===== src/rtl/fullchip_seq_ctrl.sv =====
// fullchip_seq_ctrl: tile sequencer for the dual-core attention chip.
// One accepted start produces the whole per-tile instruction stream:
// K/Q writes, K load, execute, array drain wait, output-FIFO drain to psum
// memory, then a five-step normalisation per Q row.
// Handshake: start is a level sampled only in IDLE (one tile per accept);
// ofifo_valid is sampled only once the WAIT minimum has elapsed.
// All outputs are registered and decoded from the next state.
// Optional feature macro: FULLCHIP_SEQ_CTRL_PERF_EN adds perf_cycles.
module fullchip_seq_ctrl #(
  parameter int COL      = 8,
  parameter int N_Q      = 8,
  parameter int WAIT_CYC = 16,
  parameter int CW       = 5
) (
  input  logic        clk,
  input  logic        reset,
  input  logic        start,
  input  logic        ofifo_valid,
  output logic        busy,
  output logic        done,
  output logic        data_req,
  output logic        core1_en,
  output logic        core2_en,
  output logic [16:0] inst,
  output logic        acc,
  output logic        div,
  output logic        wr_norm,
  output logic        fifo_ext_rd
`ifdef FULLCHIP_SEQ_CTRL_PERF_EN
  ,
  output logic [15:0] perf_cycles
`endif
);

  typedef enum logic [3:0] {
    S_IDLE, S_K_WR, S_Q_WR, S_K_LOAD, S_GAP,
    S_EXEC, S_WAIT, S_DRAIN, S_NORM, S_DONE
  } state_t;

  localparam logic [CW-1:0] COL_LAST  = CW'(COL - 1);
  localparam logic [CW-1:0] NQ_LAST   = CW'(N_Q - 1);
  localparam logic [CW-1:0] WAIT_LAST = CW'(WAIT_CYC - 1);
  localparam logic [CW-1:0] CNT_MAX   = '1;

  state_t        state_q, state_d;
  logic [CW-1:0] cnt_q, cnt_d;      // cycle count in phase; row index in NORM
  logic [2:0]    step_q, step_d;    // NORM substep 0..4

  logic        busy_q, busy_d, done_q, done_d, dreq_q, dreq_d;
  logic [16:0] inst_q, inst_d;
  logic        acc_q, acc_d, div_q, div_d, wrn_q, wrn_d, fxr_q, fxr_d;

  // Next-state logic: counters restart at 0 on every phase change
  always_comb begin
    state_d = state_q;
    cnt_d   = cnt_q + 1'b1;
    step_d  = 3'd0;
    case (state_q)
      S_IDLE: begin
        cnt_d = '0;
        if (start) state_d = S_K_WR;
      end
      S_K_WR:   if (cnt_q == COL_LAST) begin state_d = S_Q_WR;   cnt_d = '0; end
      S_Q_WR:   if (cnt_q == NQ_LAST)  begin state_d = S_K_LOAD; cnt_d = '0; end
      S_K_LOAD: if (cnt_q == COL_LAST) begin state_d = S_GAP;    cnt_d = '0; end
      S_GAP: begin
        state_d = S_EXEC;
        cnt_d   = '0;
      end
      S_EXEC:   if (cnt_q == NQ_LAST)  begin state_d = S_WAIT;   cnt_d = '0; end
      S_WAIT: begin
        if (cnt_q >= WAIT_LAST && ofifo_valid) begin
          state_d = S_DRAIN;
          cnt_d   = '0;
        end else if (cnt_q == CNT_MAX) begin
          cnt_d = cnt_q;   // saturate while stalled on a late ofifo_valid
        end
      end
      S_DRAIN:  if (cnt_q == NQ_LAST)  begin state_d = S_NORM;   cnt_d = '0; end
      S_NORM: begin
        if (step_q == 3'd4) begin
          if (cnt_q == NQ_LAST) begin
            state_d = S_DONE;
            cnt_d   = '0;
          end
        end else begin
          step_d = step_q + 3'd1;
          cnt_d  = cnt_q;
        end
      end
      S_DONE: begin
        state_d = S_IDLE;
        cnt_d   = '0;
      end
      default: begin
        state_d = S_IDLE;
        cnt_d   = '0;
      end
    endcase
  end

  // Output decode from the next state so outputs line up with their state
  always_comb begin
    busy_d = (state_d != S_IDLE);
    done_d = (state_d == S_DONE);
    dreq_d = (state_d == S_K_WR) || (state_d == S_Q_WR);
    inst_d = '0;
    acc_d  = 1'b0;
    div_d  = 1'b0;
    wrn_d  = 1'b0;
    fxr_d  = 1'b0;
    case (state_d)
      S_K_WR:   begin inst_d[14] = 1'b1; inst_d[6:3] = cnt_d[3:0]; end
      S_Q_WR:   begin inst_d[12] = 1'b1; inst_d[6:3] = cnt_d[3:0]; end
      S_K_LOAD: begin inst_d[13] = 1'b1; inst_d[1] = 1'b1; inst_d[6:3] = cnt_d[3:0]; end
      S_EXEC:   begin inst_d[11] = 1'b1; inst_d[0] = 1'b1; inst_d[6:3] = cnt_d[3:0]; end
      S_DRAIN:  begin inst_d[2] = 1'b1; inst_d[16] = 1'b1; inst_d[10:7] = cnt_d[3:0]; end
      S_NORM: begin
        case (step_d)
          3'd0:    begin inst_d[15] = 1'b1; inst_d[10:7] = cnt_d[3:0]; end
          3'd1:    acc_d = 1'b1;
          3'd2:    fxr_d = 1'b1;
          3'd3:    div_d = 1'b1;
          default: wrn_d = 1'b1;
        endcase
      end
      default: ;
    endcase
  end

  // State, counters and registered outputs
  always_ff @(posedge clk or posedge reset) begin
    if (reset) begin
      state_q <= S_IDLE;
      cnt_q   <= '0;
      step_q  <= 3'd0;
      busy_q  <= 1'b0;
      done_q  <= 1'b0;
      dreq_q  <= 1'b0;
      inst_q  <= '0;
      acc_q   <= 1'b0;
      div_q   <= 1'b0;
      wrn_q   <= 1'b0;
      fxr_q   <= 1'b0;
    end else begin
      state_q <= state_d;
      cnt_q   <= cnt_d;
      step_q  <= step_d;
      busy_q  <= busy_d;
      done_q  <= done_d;
      dreq_q  <= dreq_d;
      inst_q  <= inst_d;
      acc_q   <= acc_d;
      div_q   <= div_d;
      wrn_q   <= wrn_d;
      fxr_q   <= fxr_d;
    end
  end

  assign busy        = busy_q;
  assign done        = done_q;
  assign data_req    = dreq_q;
  assign core1_en    = busy_q;
  assign core2_en    = busy_q;
  assign inst        = inst_q;
  assign acc         = acc_q;
  assign div         = div_q;
  assign wr_norm     = wrn_q;
  assign fifo_ext_rd = fxr_q;

`ifdef FULLCHIP_SEQ_CTRL_PERF_EN
  logic [15:0] perf_q, perf_d;

  // Busy-cycle counter: cleared on accept, saturating, held in IDLE
  always_comb begin
    perf_d = perf_q;
    if (state_q == S_IDLE) begin
      if (start) perf_d = 16'd0;
    end else if (perf_q != 16'hFFFF) begin
      perf_d = perf_q + 16'd1;
    end
  end

  // Performance counter register
  always_ff @(posedge clk or posedge reset) begin
    if (reset) perf_q <= 16'd0;
    else       perf_q <= perf_d;
  end

  assign perf_cycles = perf_q;
`endif

endmodule


===== config.mk =====
export PLATFORM = sky130hd
export DESIGN_NAME = fullchip_seq_ctrl
export DESIGN_NICKNAME = d
export VERILOG_FILES = /design/src/rtl/fullchip_seq_ctrl.sv
export SDC_FILE = /design/constraint.sdc
export NUM_CORES = 1
export LEC_CHECK = 0
export ABC_AREA = 1
export BUFFER_PORTS_ARGS = -buffer_cell sky130_fd_sc_hd__buf_2
export CAP_MARGIN = 20
export CORE_MARGIN = 1.5
export CORE_UTILIZATION = 59
export CTS_CLUSTER_SIZE = 28
export DETAILED_ROUTE_END_ITERATION = 7
export GPL_TIMING_DRIVEN = 1
export PLACE_DENSITY = 0.83
export SLEW_MARGIN = 15
export SYNTH_ARGS = -nofsm -noshare
export SYNTH_HDL_FRONTEND = slang
export SYNTH_SLANG_ARGS = --single-unit

===== constraint.sdc =====
create_clock -name clk -period 3.6 [get_ports clk]
set_input_delay 0.72 -clock clk [delete_from_list [all_inputs] [get_ports clk]]
set_output_delay 0.72 -clock clk [all_outputs]
set_load 0.005 [all_outputs]

-- Word-level counts from Yosys, hierarchy flattened
Index checks and enable logic that the tools add are counted.
- register bits: 36
- output and inout bits: 26
- bits of input ports: 4
- muxes and demuxes: 35
- $lt $le $gt $ge: 1
- equal/unequal tests: 23
- add/subtract/negate cells: 2
- reduce and logical (&&, ||, !) cells: 9
- operators with widths (cell ; count):
    $mux 4 ; 11
    $pmux 4 s9 ; 1
    $eq 4x3->1 const B ; 6
    $mux 5 ; 4
    $eq 4x2->1 const B ; 4
    $mux 1 ; 15
    $pmux 5 s3 ; 1
    $eq 4x4->1 const B ; 3
    $eq 4x1->1 const B ; 2
    $pmux 4 s2 ; 1
    $reduce_or 4->1 ; 2
    $eq 3x2->1 const B ; 2
    $mux 3 ; 2
    $add 5x1->5 const B ; 1
    $eq 5x3->1 const B ; 1
    $eq 5x5->1 const B ; 1
    $ge 5x4->1 const B ; 1
    $reduce_or 5->1 ; 1
    $logic_not 4->1 ; 1
    $reduce_bool 4->1 ; 1
    $add 3x1->3 const B ; 1
    $eq 3x1->1 const B ; 1
    $eq 3x3->1 const B ; 1
    $logic_not 3->1 ; 1
    5 further kinds ; 5

-- Logic depth before layout (Yosys ltp)
- depth in word-level cells: 7
- mapped depth: 13
- mapped depth without buffers: 12

-- Worst setup path before layout
OpenSTA, ideal clock, no wires.
- path type: reg-to-reg
- start: register cnt_q[0]
- end: register inst_q[3], in the netlist inst[3]
- cell stages (with the launch flop): 11
- path slack: 1894 ps
- period minus slack after synthesis: 1706 ps
- arrival time: 1578 ps
- library setup time: 128 ps
- path through: dfrtp_1 ha_1 nand2_2 nor2_1 ha_1 nor2_1 nand2_1 nand3_1 nand3_4 o21ai_2 a21boi_1
- cells in the longest elaborated chain, start to end: 7
- elaborated cells on any way between the ends: 25
- ends and longest elaborated chain (item ; line ; RTL):
    from (decl) ; 46 ; logic [CW-1:0] cnt_q, cnt_d;
    from (signal assigned) ; 147 ; cnt_q <= cnt_d;
    $ge 5x4->1 or $eq 5x3->1 (tied branches) ; - ;
    $logic_and 1x1->1 or $mux 4 (tied branches) ; 72, 82 ;
    $mux 4, on equally long branches ; 72, 81 ;
    $pmux 4 s9 * ; 58 ; case (state_q)
    via state_d[0] ; 45 ; state_t state_q, state_d;
    $eq 4x1->1, or another cell as far along ; 112 ; case (state_d)
    $reduce_or 4->1 (no source line) * ; - ;
    $mux 4 * ; 112 ;
    via inst_d[3] ; 50 ; logic [16:0] inst_q, inst_d;
    to (signal assigned) ; 152 ; inst_q <= inst_d;
    to (decl) ; 50 ;
The timed path passes the listed nets; every way through them passes the cells marked *. The select of a mux whose other input is x is not followed.
A chain may end at the register's enable or synchronous reset.

-- Final worst setup path
- start: register cnt_q[0]
- end: register inst_q[9], in the netlist inst[9]
- cells in the longest elaborated chain, start to end: 6
- elaborated cells on any way between the ends: 23
- ends and longest elaborated chain (item ; line):
    $ge 5x4->1 or $eq 5x3->1 (tied branches) ; -
    $logic_and 1x1->1 or $mux 4 (tied branches) ; 72, 82
    $mux 4, on equally long branches ; 72, 81
    $pmux 4 s9 * ; 58
    via state_d[0] ; 45
    $eq 4x4->1 or $eq 4x3->1 (tied branches) ; 112
    $pmux 4 s2 * ; 112
    via inst_d[9] ; 50
Marks and branches as above.

==> summary.txt <==
Detailed routing
  – Via count: 1,396
  – Detail-routed via count per cell: 5.268
  – Routed WL: 3431 um
  – DRT iter0 DRCs: 63
  – DR DRC count: 0
  – Remaining number of nets flagged by the antenna check after routing: 0
  – Met1 WL: 1495 um
  – Routed length on met2: 1681 um
  – Met3 Routed Length: 141 um
  – Top routing layer used: met4
  – Wire length per cell after detailed routing: 12.95 um
  – Number of detailed-route iterations in the first pass: 4

Final layout
  – Final-layout fill cell count: 210
  – # nets final: 242
  – Layout cells sized above 1: 26.92%
  – Area growth syn-to-layout: 11.22%
  – Final cell area excluding filler cells: 0.001911 mm^2
  – Fraction of the core area covered by cells at the end of the flow: 69.28%
  – Antenna Cells: 0

Synth
  – Count of synthesis-stage warnings from yosys: 0
  – Main area contributors after synthesis: sky130_fd_sc_hd__dfrtp_1 (48%), sky130_fd_sc_hd__nand2_1 (10%), sky130_fd_sc_hd__nand3_1 (6.7%)
  – Synthesized net count: 212
  – EDFF count, synth: 0
  – Most frequent cell after synthesis: sky130_fd_sc_hd__nand2_1
  – Ys async rst share: 100.0%
  – Share of the yosys chip area belonging to registers: 48.07%
  – Average instance area after synthesis: 8.463 um^2
  – Area share of the leading cell type in the synthesized netlist: 48.07%
  – Post-synth top cells: sky130_fd_sc_hd__nand2_1 (46), sky130_fd_sc_hd__dfrtp_1 (33), sky130_fd_sc_hd__nand3_1 (23), sky130_fd_sc_hd__inv_1 (22), sky130_fd_sc_hd__nor2_1 (14)
  – Cells after Synth: 203
  – Largest area contributor in the synthesized netlist: sky130_fd_sc_hd__dfrtp_1
  – Count of different cell masters after synthesis: 30
  – Post-synth design cell area: 0.001718 mm^2
  – #FFs+latches synth: 33
  – Post-synth top flop: sky130_fd_sc_hd__dfrtp_1

GRT
  – Total track usage: 23.59%
  – Maximum number of pins on one net before global-route repair: 34
  – Sum of overflow across all layers after global routing: 0
  – Number of antenna violations at the first check in global routing: 0
  – Vias in the first global route: 1,326
  – Wire length of the first global-routing pass: 5761 um

Clock network
  – Worst skew pair latency: 0.35 ns
  – Number of gates resized after CTS: 0
  – CTS tree: yes
  – Number of post-CTS setup repair buffers: 0
  – Cell chosen for the clock root: sky130_fd_sc_hd__clkbuf_4
  – Total of hold buffers inserted after clock tree synthesis: 0
  – Largest buffer count on any clock path: 2
  – TritonCTS sink count: 33
  – Clock-pin slew on the worst setup and hold paths: 0.12 ns
  – CTS Buf Count: 5
  – Htree depth: 2

Worst hold path
  – Type of the most critical hold path: input port to async pin

Timing
  – Worst max-slew margin expressed relative to the limit: 73.37%
  – Count of final hold-check violations: 0
  – Maximum clock frequency: 512.6 MHz
  – Unrepaired setup endpoints after global routing: false
  – Final worst clock skew: 0.01714 ns
  – Final Max Tran Viols: 0
  – Final period demand of the worst path: 1.951 ns
  – Crit share post-route: 54.20%
  – Setup violation total in the final timing report: 0
  – Actual transition at the worst max-transition pin: 0.3995 ns
  – Setup ws final: 1.649 ns
  – Post-Route Setup TNS: 0 ns

Pwr
  – Clock network power share: 35.5%
  – Power density over cell area: 308.4 mW/mm^2
  – Share of power burned in combinational logic: 1.6%
  – Sw Pwr: 143.2 uW
  – Peak supply drop: 0.3781 mV
  – P_int: 446.0 uW
  – Total power consumption of the routed design: 589.2 uW
  – Switching share of total power: 24.31%
  – Standby leakage power: 1.054 nW
  – Sequential Power Share: 62.9%

Setup path
  – Kind of critical path: flop to flop
  – Launching element type of the critical path: flop
  – Crit path max fanout: 10
  – Category of the worst setup path capture point: flop
  – Data arrival, critical path: 2.26 ns
  – Data required time at the worst endpoint: 3.90 ns

Floorplan
  – I/O pin count: 30
  – Overall die area: 0.003244 mm^2
  – Vertical die dimension: 56.96 um
  – Standard-cell rows: 19
  – Floorplan Core Area: 0.002758 mm^2
  – Initial cell density of the core: 62.30%
  – Floorplan die width: 56.96 um

Flow run
  – Max Cap Violations: 0

Placed design
  – Dpl hpwl: 2477 um
  – Port Buffers: 29
  – Routability cong.: 0.9265
  – Instance area at placement: 0.001856 mm^2
  – Dpl ws: 1.674 ns

Status
  – Result of the run: finished, final reports clean
## critical path: stages (launching register included)
cell	delay, ns
sky130_fd_sc_hd__dfrtp_1	0.44
sky130_fd_sc_hd__ha_1	0.24
sky130_fd_sc_hd__nand2_2	0.08
sky130_fd_sc_hd__nor2_1	0.06
sky130_fd_sc_hd__ha_1	0.18
sky130_fd_sc_hd__nor2_1	0.10
sky130_fd_sc_hd__nand2_1	0.08
sky130_fd_sc_hd__nand3_1	0.13
sky130_fd_sc_hd__nand3_4	0.17
sky130_fd_sc_hd__nor3_2	0.25
sky130_fd_sc_hd__nand3_1	0.12
sky130_fd_sc_hd__nand2_1	0.07
## path summary, 6_finish.rpt
kind	from	to	slack, ns	cells past startpoint
min reg2reg	cnt_q[4]	cnt_q[4]	0.62	2
max reg2reg	cnt_q[0]	inst[9]	1.65	11
min in group clk	cnt_q[4]	cnt_q[4]	0.62	2
min	reset	inst[9]	0.43	3
max in group asynchronous	reset	cnt_q[0]	2.87	3
max	cnt_q[0]	inst[9]	1.65	11
## final cells by class
class                   count  area [um^2]  share of cell area (%)
repair buffers             30        152.6                   7.990
clock buffers               5        37.54                   1.965
multi-input cells         133        725.7                   37.98
flip-flops and latches     33        825.8                   43.22
well taps                  31        38.79                   2.030
clock inverters             3        17.52                  0.9168
inverters                  30        112.6                   5.894
## flip-flops by register name, summed over array words and instances, names as in the netlist
name and cells:
acc 1, busy 1, cnt_q 5, data_req 1, div 1, done 1
fifo_ext_rd 1, inst 14, state_q 4, step_q 3, wr_norm 1
## per-stage QoR
step	cells	hold WS (ns)
global placement	257	0.5924
detailed placement	257	0.6078
floorplan	203	0.5649
CTS	265	0.4419
global route	265	0.4551
finish	265	0.4251
## logic make-up after synthesis
family	share of synthesized area, %
flip-flops	48.07
XOR/XNOR	1.020
adder cells (fa/ha/maj)	3.642
buffers and inverters	9.687
AND/OR/NAND/NOR	30.15
AO/OA/AOI/OAI	7.429
## power groups by stage
stage	registers (mW)	clock network [mW]	logic (mW)
finish	0.370	0.209	0.00945
global route	0.371	0.228	0.0111
CTS	0.370	0.210	0.0101
detailed placement	0.378	0	0.0101
global placement	0.378	0	0.0101
floorplan	0.378	0	0.00567
## cells in the final DEF (no fill, tap or decap), drive strengths merged, types with 2 or more instances in the layout
| cell | count |
|---|---|
| ha | 5 |
| o21ai | 9 |
| buf | 30 |
| clkinv | 3 |
| nand4 | 4 |
| inv | 29 |
| nor3 | 6 |
| nand2 | 50 |
| clkbuf | 5 |
| nor2 | 21 |
| dfrtp | 33 |
| a21boi | 4 |
| a21oi | 2 |
| o21bai | 2 |
| nand3 | 25 |
## per-layer routing
layer | global-route usage [%] | vias to the layer above
li1 | - | 706
met1 | 29.69 | 643
met2 | 36.95 | 34
met3 | 6.122 | 13
met4 | 13.62 | 0
met5 | 0 | -
(Power assumes the default switching activity.)
